### config.mk
export PLATFORM = sky130hd
export DESIGN_NAME = mux_reassembler
export DESIGN_NICKNAME = d
export VERILOG_FILES = /design/src/rtl/mux_reassembler.sv
export SDC_FILE = /design/constraint.sdc
export NUM_CORES = 1
export LEC_CHECK = 0
export CAP_MARGIN = 20
export CORE_ASPECT_RATIO = 1.5
export CORE_UTILIZATION = 49
export CTS_CLUSTER_SIZE = 30
export DETAILED_ROUTE_END_ITERATION = 10
export PLACE_DENSITY = 0.81
export SKIP_CTS_REPAIR_TIMING = 1
export SLEW_MARGIN = 10
export SYNTH_ARGS = -nofsm -noshare
export SYNTH_HDL_FRONTEND = slang
export SYNTH_SLANG_ARGS = --single-unit
### constraint.sdc
create_clock -name clk -period 3.75 [get_ports clk]
set_input_delay 0.75 -clock clk [delete_from_list [all_inputs] [get_ports clk]]
set_output_delay 0.75 -clock clk [all_outputs]
set_load 0.005 [all_outputs]
### src/rtl/mux_reassembler.sv
`default_nettype none
// ============================================================================
// Module   : mux_reassembler
// Purpose  : Rebuilds 32-bit words from the byte-serial output of a 4-channel
//            mux (MSB first, one byte per valid cycle, lane = channel),
//            tags them with their channel and buffers them in a show-ahead
//            FIFO behind a valid/ready interface. Sticky flags report channel
//            switches mid-word and words dropped on FIFO overflow.
// Revision : 1.0 - initial release
// ----------------------------------------------------------------------------
// Ports
//   clk, rst              clock, asynchronous active-high reset
//   in_valid, in_chan     byte strobe and channel of the current byte
//   in_data0..in_data3    byte lanes; only lane in_chan is sampled
//   out_ready             downstream accepts the head word
//   err_clr               clears both sticky error flags
//   out_valid/out_chan/out_word  head FIFO entry
//   fifo_full             FIFO holds FIFO_DEPTH words (advisory only)
//   err_chan, err_ovf     sticky protocol / overflow flags
//   word_cnt              per-channel pushed-word counters, CNT_W each
// Configuration
//   MUX_REASM_STATS_EN    when defined, builds the saturating word counters;
//                         otherwise word_cnt is tied to zero.
// ============================================================================
module mux_reassembler #(
  parameter int FIFO_DEPTH = 2,
  parameter int CNT_W      = 16
) (
  input  logic               clk,
  input  logic               rst,
  input  logic               in_valid,
  input  logic [1:0]         in_chan,
  input  logic [7:0]         in_data0,
  input  logic [7:0]         in_data1,
  input  logic [7:0]         in_data2,
  input  logic [7:0]         in_data3,
  input  logic               out_ready,
  input  logic               err_clr,
  output logic               out_valid,
  output logic [1:0]         out_chan,
  output logic [31:0]        out_word,
  output logic               fifo_full,
  output logic               err_chan,
  output logic               err_ovf,
  output logic [4*CNT_W-1:0] word_cnt
);

  localparam int              c_AW    = $clog2(FIFO_DEPTH);
  localparam logic [c_AW:0]   c_DEPTH = (c_AW + 1)'(FIFO_DEPTH);

  typedef enum logic [0:0] {
    ST_IDLE    = 1'b0,
    ST_COLLECT = 1'b1
  } state_t;

  state_t      r_state, w_state_nxt;
  logic [1:0]  r_idx, w_idx_nxt;
  logic [1:0]  r_chan, w_chan_nxt;
  // Only the first three bytes need storage; the fourth goes straight into
  // the FIFO entry.
  logic [23:0] r_asm, w_asm_nxt;
  logic [7:0]  w_byte;
  logic        w_push;
  logic [33:0] w_push_entry;
  logic        w_chan_err;

  // ---------------------------------------------------------------- lane select
  always_comb begin
    w_byte = in_data0;
    case (in_chan)
      2'd0:    w_byte = in_data0;
      2'd1:    w_byte = in_data1;
      2'd2:    w_byte = in_data2;
      default: w_byte = in_data3;
    endcase
  end

  // ---------------------------------------------------------------- assembly FSM
  always_ff @(posedge clk or posedge rst) begin
    if (rst) begin
      r_state <= ST_IDLE;
      r_idx   <= 2'd0;
      r_chan  <= 2'd0;
      r_asm   <= 24'd0;
    end else begin
      r_state <= w_state_nxt;
      r_idx   <= w_idx_nxt;
      r_chan  <= w_chan_nxt;
      r_asm   <= w_asm_nxt;
    end
  end

  always_comb begin
    w_state_nxt  = r_state;
    w_idx_nxt    = r_idx;
    w_chan_nxt   = r_chan;
    w_asm_nxt    = r_asm;
    w_push       = 1'b0;
    w_chan_err   = 1'b0;
    w_push_entry = {r_chan, r_asm, w_byte};
    case (r_state)
      ST_IDLE: begin
        if (in_valid) begin
          w_asm_nxt[23:16] = w_byte;
          w_chan_nxt       = in_chan;
          w_idx_nxt        = 2'd1;
          w_state_nxt      = ST_COLLECT;
        end
      end
      ST_COLLECT: begin
        if (in_valid) begin
          if (in_chan != r_chan) begin
            // Drop the partial word and restart on the new channel.
            w_chan_err       = 1'b1;
            w_asm_nxt[23:16] = w_byte;
            w_chan_nxt       = in_chan;
            w_idx_nxt        = 2'd1;
          end else begin
            case (r_idx)
              2'd1: begin
                w_asm_nxt[15:8] = w_byte;
                w_idx_nxt       = 2'd2;
              end
              2'd2: begin
                w_asm_nxt[7:0] = w_byte;
                w_idx_nxt      = 2'd3;
              end
              default: begin
                w_push      = 1'b1;
                w_idx_nxt   = 2'd0;
                w_state_nxt = ST_IDLE;
              end
            endcase
          end
        end
      end
      default: begin
        w_state_nxt = ST_IDLE;
        w_idx_nxt   = 2'd0;
      end
    endcase
  end

  // ---------------------------------------------------------------- FIFO
  logic [33:0]     r_mem [FIFO_DEPTH];
  logic [c_AW-1:0] r_wptr, r_rptr;
  logic [c_AW:0]   r_count;
  logic            w_pop, w_full, w_wr, w_ovf;

  assign w_full = (r_count == c_DEPTH);
  assign w_pop  = out_valid & out_ready;
  // A push into a full FIFO is still accepted when the head leaves this cycle.
  assign w_wr   = w_push & (~w_full | w_pop);
  assign w_ovf  = w_push & w_full & ~w_pop;

  always_ff @(posedge clk or posedge rst) begin
    if (rst) begin
      for (int i = 0; i < FIFO_DEPTH; i++) r_mem[i] <= 34'd0;
      r_wptr  <= '0;
      r_rptr  <= '0;
      r_count <= '0;
    end else begin
      if (w_wr) begin
        r_mem[r_wptr] <= w_push_entry;
        r_wptr        <= r_wptr + 1'b1;
      end
      if (w_pop) r_rptr <= r_rptr + 1'b1;
      if (w_wr && !w_pop)      r_count <= r_count + 1'b1;
      else if (w_pop && !w_wr) r_count <= r_count - 1'b1;
    end
  end

  assign out_valid = (r_count != '0);
  assign out_chan  = r_mem[r_rptr][33:32];
  assign out_word  = r_mem[r_rptr][31:0];
  assign fifo_full = w_full;

  // ---------------------------------------------------------------- sticky errors
  logic r_err_chan, r_err_ovf;

  // A new error in the same cycle as err_clr wins.
  always_ff @(posedge clk or posedge rst) begin
    if (rst) begin
      r_err_chan <= 1'b0;
      r_err_ovf  <= 1'b0;
    end else begin
      r_err_chan <= w_chan_err | (r_err_chan & ~err_clr);
      r_err_ovf  <= w_ovf      | (r_err_ovf  & ~err_clr);
    end
  end

  assign err_chan = r_err_chan;
  assign err_ovf  = r_err_ovf;

  // ---------------------------------------------------------------- statistics
`ifdef MUX_REASM_STATS_EN
  generate
    for (genvar c = 0; c < 4; c++) begin : g_stats
      logic [CNT_W-1:0] r_cnt;
      always_ff @(posedge clk or posedge rst) begin
        if (rst) begin
          r_cnt <= '0;
        end else if (w_wr && (w_push_entry[33:32] == 2'(c)) && (r_cnt != '1)) begin
          r_cnt <= r_cnt + 1'b1;
        end
      end
      assign word_cnt[CNT_W*c +: CNT_W] = r_cnt;
    end
  endgenerate
`else
  assign word_cnt = '0;
`endif

endmodule
`default_nettype wire

Word level (Yosys, flattened, before mapping)
Index checks and enable logic that the tools add are counted.

word-level totals
  register bits = 103

operators by class
  $add $sub $neg = 4
  $lt $le $gt $ge = 3
  equality and inequality tests = 9
  multiplexer cells = 37
  bitwise gates (word level) = 16
  reduce and logical (&&, ||, !) cells = 13

operator list
  kind                                                       number
  2-to-1 mux 34 bit                                          4
  bitwise mux 68 bit                                         1
  demux 34 bit (select 1 bit)                                1
  2-to-1 mux 8 bit                                           4
  2-to-1 mux 24 bit                                          1
  case mux 8 bit (3 select lines)                            1
  2-to-1 mux 16 bit                                          1
  2-to-1 mux 2 bit                                           8
  case mux 8 bit (2 select lines)                            1
  case mux 2 bit (2 select lines)                            3
  2-to-1 mux 1 bit                                           11
  AND reduction 4 bit                                        2
  AND 1 bit                                                  6
  == test 2 bit (second input constant)                      3
  inverter 1 bit                                             5
  == test 2 x 1 -> 1 bit (second input constant)             2
  greater-or-equal comparator 2 bit (second input constant)  2
  != test 2 bit (second input constant)                      2
  inverter 1 -> 2 bit                                        2
  nonzero test 2 bit                                         2
  logical AND 1 bit                                          3
  OR 1 bit                                                   3
  AND reduction 3 bit                                        1
  adder 1 bit (second input constant)                        2
  10 further kinds                                           11

Depth between registers and ports, before layout
  depth in word-level cells = 11
  mapped depth = 8

Worst setup path before layout
No wires, ideal clock.

  path kind = input -> register
  start point = input port in_chan[0]
  end point = register r_mem[44] (netlist name)
  setup time = 125 ps
  arrival = 2171 ps
  path slack = 1454 ps
  stages on the path = 7
  path buffers = 3
  path through = buf_6 > xor2_1 > nor3_4 > and4b_1 > buf_6 > buf_8 > mux2_4

between the ends
  longest elaborated chain between the ends = 5

RTL lines
  element                          RTL line  RTL
  from (decl)                      32        input logic [1:0] in_chan,
  != test 2 bit                    112       if (in_chan != r_chan) begin
  2-to-1 mux 1 bit                 112
  2-to-1 mux 1 bit                 111       if (in_valid) begin
  2-to-1 mux 1 bit                 101       case (r_state)
  AND 1 bit                        153       assign w_wr = w_push & (~w_full | w_pop);
  to (signal, indexed assignment)  164       r_mem[r_wptr] <= w_push_entry;
  to (decl)                        145       logic [33:0] r_mem [FIFO_DEPTH];

Every way passes these cells.
A chain may end at the register's enable or synchronous reset.

Final worst setup path
  start point = register r_rptr
  end point = output port out_word[27]

between the ends
  longest elaborated chain between the ends = 4

RTL lines
  element                                                RTL line  RTL
  from (decl)                                            146       logic [c_AW-1:0] r_wptr, r_rptr;
  from (signal assigned)                                 167       if (w_pop) r_rptr <= r_rptr + 1'b1;
  inverter 1 -> 2 bit (implied by the code)              175       assign out_word = r_mem[r_rptr][31:0];
  2-to-1 mux 34 bit (implied by the code) (3 in series)  175
  to (decl)                                              41        output logic [31:0] out_word,

Every way passes these cells. The select of a mux whose other input is x is not followed.

==> out/metrics.yaml <==
run_status:
  status: "finished clean"
power_and_ir_drop:
  comb_power_share_pct: 35.6
  seqPwrFrac_pct: 42.4
  switchingPower_mw: 1.18
  power_density_nw_per_um2: 699
  clkPwrFrac_pct: 22.0
  ir_drop_mv: 0.418
  total_leakage_power_nw: 2.87
  intPower_mw: 3.12
  swShare_pct: 27.5
clock_network:
  cts_buffer_depth: 2
  cts_tree: "yes"
  htree_num_levels: 3
  clk_latency_ps: 340
  cts_root_buffer: "clkbuf_16"
  cts.sinks: 103
  clk_pin_slew_ps: 70
  cts_buffers: 9
yosys:
  yosysUniqueCellTypes: 31
  yosysWarnings: 0
  ys_ff_latch: 103
  ys_seq_area_share_pct: 49.7
  synthDominantCellAreaShare_pct: 49.7
  netlist_top_cells_area: "dfrtp_1, mux2_2, buf_4"
  synth_area_um2: 5190
  synth_common_cells: "dfrtp_1, mux2_2, buf_4"
  netlist_instances: 355
  synth_edf_count: 0
  synth_most_common_cell: "dfrtp_1"
  synth_area_per_cell_um2: 14.6
  async_reset_ff_share_pct: 100
  ys.flop_type: "dfrtp_1"
  yosys.area.top_type: "dfrtp_1"
die:
  die_h_um: 128
  io-pin-count: 141
  fp.dieW_um: 86.0
  initial_utilization_pct: 50.9
  rows: 45
  core_area_um2: 10200
  die-area_um2: 11000
final_layout:
  syn_to_final_growth_pct: 18.4
  final_layout_size_suffix_gt1_share_pct: 37.1
  insertedDiodeCount: 0
  finalNonFillerCells: 578
  regArea_um2: 2580
  nFillCells: 753
  multiInputGateArea_um2: 2240
  fin_nets: 475
sta:
  fin_crit_sh_pct: 81.9
  slew-limit-headroom_pct: 43.9
  worstMarginPinSlew_ps: 841
  period_needed_ps: 3070
  finClkSkew_ps: 7.41
  max_freq_ghz: 0.326
  setup_viol: 0
  timing.final.ws_setup_ps: 678
  drv_slew: 0
  hold_viol: 0
  rsz0062_at_grt: "false"
  finalSetupTns_ps: 0
global_route:
  grt_pass1_vias: 3023
  grt-ovfl-total: 0
  grt_max_degree: 92
  met3_usage_pct: 4.06
  grt_use_met1_pct: 22.6
  track_usage_pct: 18.9
  antenna_found_initial: 0
  grt-busiest-layer: "met2"
  grt_pass1_wl_mm: 15.6
  grt_use_met2_pct: 31.2
critical_path:
  critPathMaxFanout: 20
  ff2ff_setup_slack_ps: 1520
  cp.arrival_ps: 2320
  cp-end-kind: "primary output"
  path_class: "flop to primary output"
  start_kind: "flop"
  worstPathRequired_ps: 3000
placement:
  dp_slack_ps: 651
  placed_cells: 562
  io_buffer_count: 76
  gp_congestion: 0.787
  post-dp-hpwl_mm: 6.54
route:
  drc_errors: 0
  drt_iter0_markers: 145
  via_per_inst: 4.92
  num_vias: 2845
  wl_per_cell_um: 16.5
  ant_nets: 0
  drt_first_pass_iters: 4
  wirelength_mm: 9.54
run:
  cap_violations: 0
min_path:
  hold_class: "flop to flop"
## metal layers
layer  share of wire (%)  vias to the layer above
met4                 4.2                        0
met5                   0                        -
li1                    -                     1262
met2                  50                      119
met1                  40                     1438
met3                 5.1                       26
## final timing paths
path                             from      endpoint  depth (start not counted)
setup / recovery               r_rptr  out_word[27]                          3
hold / removal             r_count[1]    r_count[1]                          1
setup reg to reg            r_chan[0]     r_mem[23]                          4
hold reg to reg            r_count[1]    r_count[1]                          1
max in group asynchronous         rst      r_mem[8]                          3
min in group asynchronous         rst     r_mem[39]                          2
## per-stage QoR
stage / cell area [µm²] / total power [mW] / utilization, % / hold slack [ps]
global route: 6140 / 4.53 / 60.3 / 521
finish: 6140 / 4.30 / 60.3 / 501
detailed placement: 5840 / 3.37 / 57.3 / 484
global placement: 5840 / 3.31 / 57.3 / 470
floorplan: 5430 / 2.71 / - / 447
CTS: 6140 / 4.34 / 60.3 / 505
## power by group through the flow
stage | combinational (mW) | clock (mW) | sequential (mW)
6_report | 1.53 | 0.943 | 1.82
5_1_grt | 1.64 | 1.00 | 1.88
4_1_cts | 1.55 | 0.964 | 1.82
3_5_place_dp | 1.54 | 0 | 1.83
3_3_place_gp | 1.51 | 0 | 1.80
2_1_floorplan | 1.00 | 0 | 1.71
## final cells by class
cell class	instances	share of cell area [%]
clock buffers	10	3.89
clock inverters	6	1.10
inverters	5	0.387
multi-input cells	232	36.4
flip-flops and latches	103	41.9
well taps	141	2.87
repair buffers	81	13.4
## worst max-delay path: stages, from the launching register on
cell and delay [ps]:
dfrtp_1 890, buf_12 260, mux2_2 380, clkdlybuf4s50_1 440
## logic make-up after synthesis
logic type               synth area share (%)
AO/OA/AOI/OAI                           0.892
other                                  0.0723
adder cells (fa/ha/maj)                 0.964
buffers and inverters                    11.8
flip-flops                               49.7
multiplexers                             33.4
XOR/XNOR                                 1.18
AND/OR/NAND/NOR                          2.00
## placed cells by master (no fill, tap or decap), drive strengths merged, types with 2 or more instances in the layout
| master | n |
|---|---|
| mux2 | 128 |
| dfrtp | 103 |
| clkdlybuf4s50 | 76 |
| conb | 64 |
| clkbuf | 10 |
| mux4 | 8 |
| inv | 6 |
| xor2 | 5 |
| nand2 | 5 |
| buf | 5 |
| ha | 4 |
| o22ai | 3 |
| nor2 | 2 |
| xnor2 | 2 |
| clkinvlp | 2 |
| clkinv | 2 |
## registers in the layout, summed over array words and instances, names as in the netlist
signal,cells
r_mem,68
r_asm,24
r_wptr,1
r_state,1
r_rptr,1
r_chan,2
r_count,2
err_ovf,1
r_idx,2
err_chan,1
Note: power is estimated with default switching activity, not from simulation.
